File: src/rtl/latch_byte_serializer.sv
// latch_byte_serializer: captures a latched parallel word on a load handshake and
// shifts it out one bit per accepted transfer, optionally followed by an even-parity bit.
`default_nettype none

module latch_byte_serializer #(
  parameter int WIDTH     = 8,
  parameter bit MSB_FIRST = 1'b0,
  parameter bit PARITY_EN = 1'b1
) (
  input  logic             clk,
  input  logic             rst,
  input  logic [WIDTH-1:0] i_d,
  input  logic             i_load_valid,
  output logic             o_load_ready,
  output logic             o_sout,
  output logic             o_sout_valid,
  input  logic             i_sout_ready,
  output logic             o_last,
  output logic             o_busy,
  output logic             o_done
);

  localparam int FRAME = WIDTH + int'(PARITY_EN);
  localparam int CW    = $clog2(FRAME + 1);
  localparam logic [CW-1:0] c_DATA_END = CW'(WIDTH);
  localparam logic [CW-1:0] c_LAST_CNT = CW'(FRAME - 1);

  typedef enum logic [1:0] {
    S_IDLE  = 2'd0,
    S_SHIFT = 2'd1,
    S_DONE  = 2'd2
  } state_t;

  state_t            r_state;
  logic [WIDTH-1:0]  r_shift;
  logic [CW-1:0]     r_cnt;
  logic              r_par;
  logic              r_load_ready;
  logic              r_sout;
  logic              r_sout_valid;
  logic              r_last;
  logic              r_busy;
  logic              r_done;

  logic [WIDTH-1:0]  w_shift_nxt;
  logic              w_first_bit;
  logic              w_next_data;
  logic [CW-1:0]     w_cnt_nxt;
  logic              w_sout_nxt;

  // The word is rotated rather than shifted so the outgoing bit always sits at a fixed end.
  generate
    if (MSB_FIRST) begin : g_msb
      assign w_shift_nxt = {r_shift[WIDTH-2:0], r_shift[WIDTH-1]};
      assign w_first_bit = i_d[WIDTH-1];
      assign w_next_data = r_shift[WIDTH-2];
    end else begin : g_lsb
      assign w_shift_nxt = {r_shift[0], r_shift[WIDTH-1:1]};
      assign w_first_bit = i_d[0];
      assign w_next_data = r_shift[1];
    end
  endgenerate

  assign w_cnt_nxt  = r_cnt + CW'(1);
  assign w_sout_nxt = (w_cnt_nxt < c_DATA_END) ? w_next_data : r_par;

  always_ff @(posedge clk) begin
    if (!rst) begin
      r_state      <= S_IDLE;
      r_shift      <= '0;
      r_cnt        <= '0;
      r_par        <= 1'b0;
      r_load_ready <= 1'b0;
      r_sout       <= 1'b0;
      r_sout_valid <= 1'b0;
      r_last       <= 1'b0;
      r_busy       <= 1'b0;
      r_done       <= 1'b0;
    end else begin
      case (r_state)
        S_IDLE: begin
          r_load_ready <= 1'b1;
          r_done       <= 1'b0;
          if (i_load_valid && r_load_ready) begin
            r_shift      <= i_d;
            r_par        <= ^i_d;
            r_cnt        <= '0;
            r_state      <= S_SHIFT;
            r_load_ready <= 1'b0;
            r_sout       <= w_first_bit;
            r_sout_valid <= 1'b1;
            r_last       <= 1'b0;
            r_busy       <= 1'b1;
          end
        end
        S_SHIFT: begin
          if (i_sout_ready) begin
            if (r_last) begin
              r_state      <= S_DONE;
              r_sout       <= 1'b0;
              r_sout_valid <= 1'b0;
              r_last       <= 1'b0;
              r_done       <= 1'b1;
            end else begin
              r_cnt   <= w_cnt_nxt;
              r_shift <= w_shift_nxt;
              r_sout  <= w_sout_nxt;
              r_last  <= (w_cnt_nxt == c_LAST_CNT);
            end
          end
        end
        S_DONE: begin
          r_state      <= S_IDLE;
          r_done       <= 1'b0;
          r_busy       <= 1'b0;
          r_load_ready <= 1'b1;
        end
        default: begin
          r_state      <= S_IDLE;
          r_load_ready <= 1'b0;
          r_sout_valid <= 1'b0;
          r_busy       <= 1'b0;
          r_done       <= 1'b0;
        end
      endcase
    end
  end

  // Outputs are forced low for as long as reset is held, not only after the reset edge.
  assign o_load_ready = r_load_ready & rst;
  assign o_sout       = r_sout & rst;
  assign o_sout_valid = r_sout_valid & rst;
  assign o_last       = r_last & rst;
  assign o_busy       = r_busy & rst;
  assign o_done       = r_done & rst;

endmodule

`default_nettype wire

File: config.mk
export PLATFORM = sky130hd
export DESIGN_NAME = latch_byte_serializer
export DESIGN_NICKNAME = d
export VERILOG_FILES = /design/src/rtl/latch_byte_serializer.sv
export SDC_FILE = /design/constraint.sdc
export NUM_CORES = 1
export LEC_CHECK = 0
export BUFFER_PORTS_ARGS = -buffer_cell sky130_fd_sc_hd__buf_2
export CAP_MARGIN = 5
export CORE_MARGIN = 10
export CORE_UTILIZATION = 58
export CTS_CLUSTER_DIAMETER = 100
export DETAILED_ROUTE_END_ITERATION = 10
export PLACE_DENSITY = 0.82
export REMOVE_ABC_BUFFERS = 1
export SETUP_SLACK_MARGIN = 0.1
export SYNTH_ARGS = -nofsm -noshare
export SYNTH_HDL_FRONTEND = slang
export SYNTH_SLANG_ARGS = --single-unit
File: constraint.sdc
create_clock -name clk -period 2.91 [get_ports clk]
set_input_delay 0.582 -clock clk [delete_from_list [all_inputs] [get_ports clk]]
set_output_delay 0.582 -clock clk [all_outputs]
set_load 0.02 [all_outputs]
Word level (Yosys, flattened, before mapping):

Index checks and enable logic that the tools add are counted.
W data, S select, Z words.

* input bits: 12
* memory bits (read-only): 0
* register bits after elaboration: 21
* memories kept: 0
* output and inout bits: 6
* bits in writable memories: 0
* logic and storage cells: 67
* bits in latches: 0

* div/mod/pow operators: 0
* multiplexer cells: 28
* order comparisons: 1
* shifts and indexed selects: 0
* reduce and logical (&&, ||, !) cells: 12
* bitwise gates (word level): 8
* eq/ne operators: 7
* add/sub/neg operators: 1
* multipliers: 0

Operator list (number)
* $mux W8: 3
* $pmux W8 S2: 1
* $mux W4: 3
* $mux W1: 11
* $ne A2 B2 Y1 const B: 4
* $pmux W4 S2: 1
* $reduce_and A2 Y1: 4
* $reduce_and A4 Y1: 2
* $reduce_xor A8 Y1: 1
* $and A1 B1 Y1: 6
* $mux W2: 3
* $pmux W1 S2: 3
* $pmux W1 S3: 2
* $reduce_and A3 Y1: 2
* $add A4 B1 Y4 const B: 1
* $eq A4 B4 Y1 const B: 1
* $lt A4 B4 Y1 const B: 1
* $pmux W2 S2: 1
* $eq A2 B1 Y1 const B: 1
* $eq A2 B2 Y1 const B: 1
* $logic_not A2 Y1: 1
* $not A1 Y1: 2
* $reduce_bool A2 Y1: 1
* $logic_and A1 B1 Y1: 1

Logic depth before layout (Yosys ltp):

* word-level depth: 6
* depth in mapped cells: 7
* gate-level depth less buffers: 4

Least setup slack after synthesis:

No wires, ideal clock.

* kind: input to output
* from: input port rst
* to: output port o_busy
* slack: 0.880 ns
* arrival time: 1.448 ns
* data required time: 2.328 ns
* stages: 4
* path through: clkbuf_1 inv_1 clkbuf_1 nor2_1

* cells in the longest elaborated chain, start to end: 1

RTL lines
* start, declared: line 11 `input logic rst,`
* $and A1 B1 Y1: line 134 `assign o_busy = r_busy & rst;`
* end, declared: line 19 `output logic o_busy,`

Every way passes these cells.

Worst setup path after layout:

Ends and elaborated chain as after synthesis.

==> flow_summary_export.csv <==
group,metric,value,unit
worst_hold_path,hp-start,"r_cnt[3]",
clocking,clkTransAtPathRegs,110,ps
placed_design,place_congestion,0.860,
cells_and_area,post-route-util,67.5,%
run,maxCapViolCount,0,
cells_and_area,nNetsFinal,160,
routing,drtIter0Drc,23,
floorplanning,dieArea,3950,sq um
cells_and_area,area_delta_synth_final,9.40,%
logic_synthesis,yosys_register_bits,21,
setup_path,cp_max_fo,16,
clocking,post_cts_resized,0,
worst_hold_path,whs_endpoint,"r_cnt[3]",
clocking,root_buffer,"clkbuf_4",
sta,whs,486,ps
clocking,clockBufferDepth,2,
floorplanning,fp-row-count,15,
worst_hold_path,worstHoldPathType,"reg -> reg",
routing,met1_length,1.07,mm
sta,finalSetupTns,0,ps
setup_path,reg2reg_from,"r_state[0]",
sta,worst_pin_slew,786,ps
routing,wl_met2,992,microns
sta,min_period,1920,ps
cells_and_area,fill_cells,160,
sta,max-slew-margin-rel,47.5,%
power_and_ir_drop,ir_worst_vdd,0.000305,V
routing,firstDrtPassIters,4,
setup_path,critPathMaxStageDelay,370,ps
setup_path,worstSetupStartpointType,"primary input",
setup_path,critPathKind,"in -> out",
clocking,ctsHtreeMaxLevel,1,
setup_path,worstRegToRegCells,3,
logic_synthesis,synth_cells,131,
grt,grt_pass1_vias,853,
setup_path,worstPathArrival,1330,ps
routing,wl_per_cell,12.6,microns
setup_path,cp.required,2330,ps
cells_and_area,drive_gt1_share,17.2,%
power_and_ir_drop,p_per_area,488,nW/um^2
sta,rsz0062_at_grt,"no",
routing,wl_met3,69,microns
routing,vias,913,
clocking,cts_hold_buf,0,
clocking,clock-sinks,21,
setup_path,worstReg2RegEnd,"r_shift[4]",
logic_synthesis,synth_area,1060,sq um
clocking,cts_tree,"yes",
status,status,"finished clean",
grt,grt_antenna_before_repair,0,
logic_synthesis,yosysWarnings,0,
grt,grt_use_total,10.6,%
setup_path,path_cells,"buf_2, inv_1, nor2_1, buf_2",
setup_path,cpMostUsedCell,"buf_2",
placed_design,portBuffers,17,
worst_hold_path,worstHoldPathCells,2,
grt,grt_max_degree,21,
power_and_ir_drop,power.leakage,0.483,nW
logic_synthesis,ys_seq_area_share,39.5,%
floorplanning,io_pins,18,
sta,slew_violations,0,
cells_and_area,antenna_cells,0,
floorplanning,die_y,62.8,microns
sta,min_period_over_period,65.8,%
routing,via_per_inst,5.37,
floorplanning,initial_core_util,61.7,%
placed_design,hpwl,1.68,mm
setup_path,endpoint_kind,"primary output",
logic_synthesis,synth_cell_types,29,
sta,hold_viol,0,
setup_path,cpMaxStageDelayCell,"inv_1",
setup_path,reg2reg_slack,1240,ps
routing,wirelength,2.15,mm
grt,grt_pass1_wl,3.60,mm
routing,ant_nets,0,
routing,highest_layer,"met4",
floorplanning,die_x,62.8,microns
logic_synthesis,syn_avg_cell_area,8.13,sq um
sta,fin_skew,9.86,ps
grt,grt-ovfl-total,0,
sta,fmax,522,MHz
routing,drc,0,
clocking,cts_buffers,3,
sta,setup_viol,0,
clocking,worstSkewPairLatency,300,ps
floorplanning,coreArea,1730,sq um
clocking,cts_setup_buffers,0,
[flip-flops by register name (all words and copies together), names as in the netlist]
signal,flops
r_shift,8
r_done,1
r_state,2
r_last,1
r_par,1
r_sout_valid,1
r_cnt,4
r_sout,1
r_busy,1
r_load_ready,1
[worst max path at each step]
| stage | start | to | slack [ps] |
|---|---|---|---|
| 2_1_floorplan | i_load_valid | r_cnt[0] | 930 |
| 3_3_place_gp | rst | o_busy | 990 |
| 3_5_place_dp | rst | o_busy | 980 |
| 4_1_cts | rst | o_busy | 980 |
| 5_1_grt | rst | o_busy | 920 |
| 6_report | rst | o_busy | 990 |
[cell usage after synthesis]
library cell | instances | area, sq um
nor2b_1 | 1 | 6.26
o32ai_1 | 1 | 8.76
nand3b_1 | 2 | 15.0
buf_2 | 2 | 10.0
nor3_1 | 1 | 5.00
a311oi_1 | 8 | 70.1
nor2_1 | 19 | 71.3
a211oi_1 | 1 | 7.51
buf_4 | 1 | 7.51
clkbuf_1 | 3 | 11.3
nor4_1 | 1 | 6.26
nand4_1 | 1 | 6.26
nand2_1 | 24 | 90.1
mux2i_1 | 1 | 10.0
and2_1 | 3 | 18.8
nand2b_4 | 1 | 13.8
or4b_4 | 1 | 13.8
xnor2_1 | 9 | 78.8
a21oi_1 | 7 | 35.0
o21ai_0 | 3 | 15.0
a21o_1 | 2 | 15.0
buf_6 | 2 | 22.5
dfxtp_1 | 21 | 420
a21boi_0 | 1 | 7.51
ha_1 | 2 | 25.0
o21a_1 | 2 | 15.0
nand3_1 | 4 | 20.0
inv_1 | 6 | 22.5
a41oi_2 | 1 | 16.3
[per-layer routing]
metal / GRT usage (%) / up-vias
li1: - / 473
met1: 12.3 / 421
met2: 18.2 / 17
met3: 3.58 / 2
met4: 2.79 / 0
met5: 0 / -
[stage by stage]
step	std cells	power, mW	setup slack (ps)	area, sq um
floorplan	123	0.404	926	1010
global placement	166	0.436	993	1140
detailed placement	166	0.440	982	1140
CTS	170	0.574	978	1160
global route	170	0.604	915	1160
finish	170	0.569	994	1160
[power breakdown]
group	total (mW)	internal, mW	switching [mW]	leakage [nW]
sequential	0.321	0.308	0.0127	0.172
clock	0.136	0.0511	0.0851	0.0177
combinational	0.112	0.0468	0.0648	0.293
[worst max-delay path: cells and delay by family]
kind / cells / cell delay [ps]
AND/OR/NAND/NOR: 1 / 60
buffers and inverters: 3 / 690
[cell families after synthesis]
group,synth area share [%]
compound gates,17.9
xor+xnor,7.40
fa+ha+maj,2.35
buf+inv,6.93
flops,39.5
mux,0.940
simple gates,25.0
[cell usage in the layout (no fill, tap or decap)]
master,Yosys,final
a211oi_1,1,1
a21boi_0,1,1
a21o_1,2,2
a21oi_1,7,7
a311oi_1,8,8
a41oi_2,1,1
and2_1,3,3
buf_2,2,17
buf_4,1,1
clkbuf_4,0,3
clkinv_2,0,1
dfxtp_1,21,21
ha_1,2,2
inv_1,6,6
mux2i_1,1,1
nand2_1,24,24
nand2b_4,1,1
nand3_1,4,4
nand3b_1,2,2
nand4_1,1,1
nor2_1,19,19
nor2b_1,1,1
nor3_1,1,1
nor4_1,1,1
o21a_1,2,2
o21ai_0,3,3
o32ai_1,1,1
or4b_4,1,1
xnor2_1,9,9
[layout make-up]
type,instances,area [sq um],area share [%]
multi-input combinational,96,571,49.0
clock inverter,1,5.00,0.430
inverter,6,22.5,1.93
sequential,21,420,36.1
clock buffer,3,22.5,1.93
timing repair buffer,18,92.6,7.95
tap,25,31.3,2.69
No activity file was read; power rests on OpenSTA's default activity.
